$ cat config.mk
export PLATFORM = sky130hd
export DESIGN_NAME = uart_rx_axis
export DESIGN_NICKNAME = d
export VERILOG_FILES = /design/src/rtl/uart_rx_axis.sv
export SDC_FILE = /design/constraint.sdc
export NUM_CORES = 1
export LEC_CHECK = 0
export ABC_CLOCK_PERIOD_IN_PS = 5000
export CAP_MARGIN = 20
export CORE_MARGIN = 1.5
export CORE_UTILIZATION = 40
export CTS_CLUSTER_DIAMETER = 150
export CTS_CLUSTER_SIZE = 25
export DETAILED_ROUTE_END_ITERATION = 8
export MAX_ROUTING_LAYER = met4
export PLACE_DENSITY = 0.6
export SETUP_SLACK_MARGIN = 0.4
export SLEW_MARGIN = 5
export SYNTH_ARGS = -nofsm -noshare
export SYNTH_HDL_FRONTEND = slang
export SYNTH_SLANG_ARGS = --single-unit
$ cat constraint.sdc
create_clock -name clk -period 5 [get_ports clk]
set_input_delay 1 -clock clk [delete_from_list [all_inputs] [get_ports clk]]
set_output_delay 1 -clock clk [all_outputs]
set_load 0.1 [all_outputs]
$ cat src/rtl/uart_rx_axis.sv
// 8x-oversampling-free UART receiver: samples each bit at its midpoint using a
// prescale-derived counter and presents received bytes on an AXI-Stream master.
module uart_rx_axis #(
    parameter int DATA_WIDTH = 8
) (
    input  logic                  clk,
    input  logic                  rst,
    output logic [DATA_WIDTH-1:0] m_axis_tdata,
    output logic                  m_axis_tvalid,
    input  logic                  m_axis_tready,
    input  logic                  rxd,
    output logic                  busy,
    output logic                  overrun_error,
    output logic                  frame_error,
    input  logic [15:0]           prescale
);

    localparam int BW = $clog2(DATA_WIDTH);
    localparam logic [BW-1:0] LAST_BIT = BW'(DATA_WIDTH - 1);

    typedef enum logic [2:0] {IDLE, START, DATA, STOP, WAIT_HIGH} state_t;

    state_t                  state_q;
    logic                    rxd_m_q;
    logic                    rxd_s_q;
    logic [18:0]             cnt_q;
    logic [18:0]             reload_q;
    logic [BW-1:0]           bit_q;
    logic [DATA_WIDTH-1:0]   shift_q;
    logic [DATA_WIDTH-1:0]   tdata_q;
    logic                    tvalid_q;
    logic                    busy_q;
    logic                    oe_q;
    logic                    fe_q;

    logic [15:0]             presc_d;
    logic [18:0]             half_d;
    logic [18:0]             full_d;
    logic                    expire_d;
    logic                    handshake_d;

    // A zero prescale would make the half-bit reload underflow, so clamp to 1.
    assign presc_d     = (prescale == 16'd0) ? 16'd1 : prescale;
    assign half_d      = {1'b0, presc_d, 2'b00} - 19'd1;
    assign full_d      = {presc_d, 3'b000} - 19'd1;
    assign expire_d    = (cnt_q == 19'd0);
    assign handshake_d = tvalid_q && m_axis_tready;

    always_ff @(posedge clk) begin
        if (rst) begin
            state_q  <= IDLE;
            rxd_m_q  <= 1'b1;
            rxd_s_q  <= 1'b1;
            cnt_q    <= '0;
            reload_q <= '0;
            bit_q    <= '0;
            tdata_q  <= '0;
            tvalid_q <= 1'b0;
            busy_q   <= 1'b0;
            oe_q     <= 1'b0;
            fe_q     <= 1'b0;
        end else begin
            rxd_m_q <= rxd;
            rxd_s_q <= rxd_m_q;
            oe_q    <= 1'b0;
            fe_q    <= 1'b0;
            if (handshake_d) begin
                tvalid_q <= 1'b0;
            end
            case (state_q)
                IDLE: begin
                    if (!rxd_s_q) begin
                        state_q  <= START;
                        cnt_q    <= half_d;
                        reload_q <= full_d;
                        bit_q    <= '0;
                        busy_q   <= 1'b1;
                    end
                end
                START: begin
                    if (expire_d) begin
                        if (!rxd_s_q) begin
                            state_q <= DATA;
                            cnt_q   <= reload_q;
                        end else begin
                            state_q <= IDLE;
                            busy_q  <= 1'b0;
                        end
                    end else begin
                        cnt_q <= cnt_q - 19'd1;
                    end
                end
                DATA: begin
                    if (expire_d) begin
                        cnt_q <= reload_q;
                        bit_q <= bit_q + BW'(1);
                        if (bit_q == LAST_BIT) begin
                            state_q <= STOP;
                        end
                    end else begin
                        cnt_q <= cnt_q - 19'd1;
                    end
                end
                STOP: begin
                    if (expire_d) begin
                        if (rxd_s_q) begin
                            // Loading over a still-pending byte is an overrun unless it is being taken this edge.
                            state_q  <= IDLE;
                            busy_q   <= 1'b0;
                            tdata_q  <= shift_q;
                            tvalid_q <= 1'b1;
                            oe_q     <= tvalid_q && !m_axis_tready;
                        end else begin
                            state_q <= WAIT_HIGH;
                            fe_q    <= 1'b1;
                        end
                    end else begin
                        cnt_q <= cnt_q - 19'd1;
                    end
                end
                WAIT_HIGH: begin
                    if (rxd_s_q) begin
                        state_q <= IDLE;
                        busy_q  <= 1'b0;
                    end
                end
                default: begin
                    state_q <= IDLE;
                    busy_q  <= 1'b0;
                end
            endcase
        end
    end

    // Data shift register needs no reset; it is only observed after a full frame.
    always_ff @(posedge clk) begin
        if (state_q == DATA && expire_d) begin
            shift_q <= {rxd_s_q, shift_q[DATA_WIDTH-1:1]};
        end
    end

    assign m_axis_tdata  = tdata_q;
    assign m_axis_tvalid = tvalid_q;
    assign busy          = busy_q;
    assign overrun_error = oe_q;
    assign frame_error   = fe_q;

endmodule

==> flow_summary_export.csv <==
group,metric,value,unit
global_route,grt_start_max_net_pins,45,
detailed_routing,final_antenna_net_count,0,
logic_synthesis,synth_commonest_cells,"dfxtp_1, nor2_1, a21oi_1, nand2_1, o21ai_0",
run_status,status,"completed",
detailed_routing,finalWirelength,8447,um
timing,rsz0062_at_grt,"no",
power_and_ir_drop,clock_power_share,0.318,
setup_path,crit_path_start,"prescale[8]",
floorplan,num_rows,33,
setup_path,r2r-end,"cnt_q[7]$_SDFFE_PP0P_",
detailed_routing,drt-pass1-iter-count,4,
clocking,cts_tree,"built",
clocking,cts_root_buf,"clkbuf_8",
clocking,cts_setup_buffers,0,
logic_synthesis,ys_types,64,
min_path,hp-start,"rxd_m_q$_SDFF_PP1_",
timing,worst_slew_pin_slew,0.9692,ns
logic_synthesis,synth_top_area_frac,0.3338,
timing,layout_min_cycle_time,3.570,ns
logic_synthesis,async_reset_ff_frac,0,
setup_path,critPathMostFrequentCell,"nor2_1",
setup_path,r2r_start,"cnt_q[2]$_SDFFE_PP0P_",
setup_path,reg2reg_slack,2.24,ns
clocking,h-tree-depth,3,
timing,setup_tns,0,ns
logic_synthesis,yosysTopAreaCell,"dfxtp_1",
timing,fmax,280.1,MHz
min_path,hp-class,"flop to flop",
floorplan,coreArea,8175,um2
logic_synthesis,yosysSeqAreaShare,0.4054,
placed_design,dpl.cell_count,501,
finish,final_cells,517,
run,maxCapViolations,0,
setup_path,cp_max_fo,7,
power_and_ir_drop,internal_power,848.5,uW
timing,slew_viol_final,0,
setup_path,startpoint_type,"primary input",
timing,post-route-period-util,0.7139,
finish,final_core_util,0.4763,
logic_synthesis,synth-edff-count,8,
clocking,clk_latency,0.35,ns
detailed_routing,vias,2959,
floorplan,dieArea,8954,um2
global_route,antenna_found_initial,0,
global_route,grt_pass1_wl,13710,um
finish,antenna_cells,0,
setup_path,crit_slowest_cell,"nor3b_1",
detailed_routing,wire_per_inst,16.34,um
detailed_routing,drt_drc_violations_left,0,
min_path,holdPathEnd,"rxd_s_q$_SDFF_PP1_",
global_route,grt_usage,0.2073,
global_route,grt-ovfl-total,0,
clocking,cts_buffer_depth,2,
clocking,cts_buffers,9,
power_and_ir_drop,p_switching,441.3,uW
setup_path,crit_path_cell_trace,"clkdlybuf4s50_1 -> nor3_1 -> nand3_1 -> nor2_1 -> nor2_1 -> ha_1 -> nor3b_1 -> nand2_1 -> nor2_1 -> xor2_1 -> a211oi_1 -> nor3_1",
placed_design,dp_hpwl,5799,um
logic_synthesis,synth-seq-cells,64,
power_and_ir_drop,powerDensity,331.2,nW/um2
min_path,min_path_cells,1,
finish,drive_above_1_share,0.1068,
setup_path,critical_path_class,"primary input to flop",
setup_path,critical_path_required,5.22,ns
clocking,ctsHoldBuffers,0,
logic_synthesis,syn_area,3358,um2
finish,finalNetCount,431,
power_and_ir_drop,swShare,0.3422,
floorplan,ios,32,
timing,finalSetupViolations,0,
logic_synthesis,netlist_instances,383,
power_and_ir_drop,p_leak,1.398,nW
clocking,ctsResizeCount,0,
detailed_routing,vias_per_cell,5.723,
global_route,grt_pass1_vias,2700,
detailed_routing,first_iter_violations,209,
logic_synthesis,synthesis.nets,407,
clocking,clkTransAtPathRegs,0.08,ns
power_and_ir_drop,peakVddDrop,0.1387,mV
placed_design,place.gp.congestion,0.8812,
setup_path,cp_slowest_stage_delay,0.55,ns
floorplan,initial_core_util,0.4108,
timing,fin_hold_ws,0.4471,ns
logic_synthesis,dominantRegCellSynth,"dfxtp_1",
floorplan,die_h,94.63,um
power_and_ir_drop,p_seq_frac,0.443,
placed_design,portBuffers,31,
logic_synthesis,yosys_warnings,0,
timing,finalClockSkew,0.004700,ns
clocking,cts.sinks,64,
timing,slew_headroom,0.3519,
timing,finalHoldViolations,0,
logic_synthesis,synth.area.top_cells,"dfxtp_1, edfxtp_1, nor2_1, a21oi_1, o21ai_0",
logic_synthesis,syn-mean-instance-area,8.768,um2
floorplan,die_w,94.63,um
logic_synthesis,synth_most_common_cell,"dfxtp_1",
finish,fillers,819,
setup_path,worstPathArrival,3.79,ns
finish,area_growth,15.95,%
power_and_ir_drop,pwr-share-comb,0.239,
setup_path,end_kind,"flop",
setup_path,r2r_cells,5,
## how the worst max path moves through the flow
stage	to	cells after the start	slack [ns]
2_1_floorplan	cnt_q[16]$_SDFFE_PP0P_	11	1.93
3_3_place_gp	cnt_q[10]$_SDFFE_PP0P_	12	1.14
3_5_place_dp	cnt_q[16]$_SDFFE_PP0P_	12	1.06
4_1_cts	cnt_q[10]$_SDFFE_PP0P_	12	1.41
5_1_grt	cnt_q[10]$_SDFFE_PP0P_	12	1.03
6_report	cnt_q[16]$_SDFFE_PP0P_	12	1.43
## flip-flops by register name, indices dropped and copies added, names as in the netlist
name	flops
bit_q	3
cnt_q	19
reload_q	17
m_axis_tdata	8
state_q	3
overrun_error	1
frame_error	1
busy	1
m_axis_tvalid	1
rxd_m_q	1
rxd_s_q	1
shift_q	8
## power groups by stage
stage                     logic, mW  clock network (mW)  registers, mW
final                         0.308               0.410          0.572
after global routing          0.337               0.440          0.575
after CTS                     0.306               0.415          0.571
after detailed placement      0.304                   0          0.583
after global placement        0.303                   0          0.582
after floorplan               0.235                   0          0.584
## cells in the final DEF, fill, tap and decap left out, types with 4 or more instances in the layout
cell	instances
a211oi_1	12
or4_1	5
o211ai_1	4
nand2_1	27
buf_4	4
clkdlybuf4s50_1	31
xor2_1	12
o21ai_0	23
nand2b_1	4
mux2i_1	11
edfxtp_1	8
inv_1	8
a21oi_1	28
ha_1	4
dfxtp_1	56
nor3_1	18
nand3_1	12
nor2_1	55
clkbuf_8	10
## stage by stage
step                total power [mW]  setup slack (ns)  instance area, um2
global route                   1.352             1.028                3894
detailed placement            0.8862             1.064                3711
floorplan                     0.8190             1.932                3358
CTS                            1.292             1.415                3894
finish                         1.290             1.430                3894
global placement              0.8852             1.143                3711
## layout make-up
class / instances / area [um2] / share of cell area
clock inverters: 6 / 45.04 / 0.01157
repair buffers: 35 / 340.3 / 0.08740
flip-flops and latches: 64 / 1361 / 0.3496
well taps: 105 / 131.4 / 0.03374
multi-input cells: 289 / 1848 / 0.4746
clock buffers: 10 / 137.6 / 0.03535
inverters: 8 / 30.03 / 0.007712
## cells by family (layout without fill, tap and decap cells)
group	after synthesis	in the layout	share of synthesized area
AND/OR/NAND/NOR	154	154	0.2429
AO/OA/AOI/OAI	105	105	0.2187
flip-flops	64	64	0.4054
buffers and inverters	30	59	0.04620
XOR/XNOR	15	15	0.03912
multiplexers	11	11	0.03279
adder cells (fa/ha/maj)	4	4	0.01490
## critical path, delay by kind of cell
kind | cells | cell delay [ns]
AO/OA/AOI/OAI | 1 | 0.24
XOR/XNOR | 1 | 0.10
adder cells (fa/ha/maj) | 1 | 0.22
buffers and inverters | 1 | 0.54
AND/OR/NAND/NOR | 8 | 1.68
## metal layers
| metal | track usage | up-vias | share of wire |
|---|---|---|---|
| li1 | - | 1466 | - |
| met1 | 0.2726 | 1409 | 0.47 |
| met2 | 0.3137 | 80 | 0.47 |
| met3 | 0.03784 | 4 | 0.056 |
| met4 | 0.08209 | 0 | 0.0083 |
| met5 | - | - | 0 |
Power figures use the tool's default switching activity.
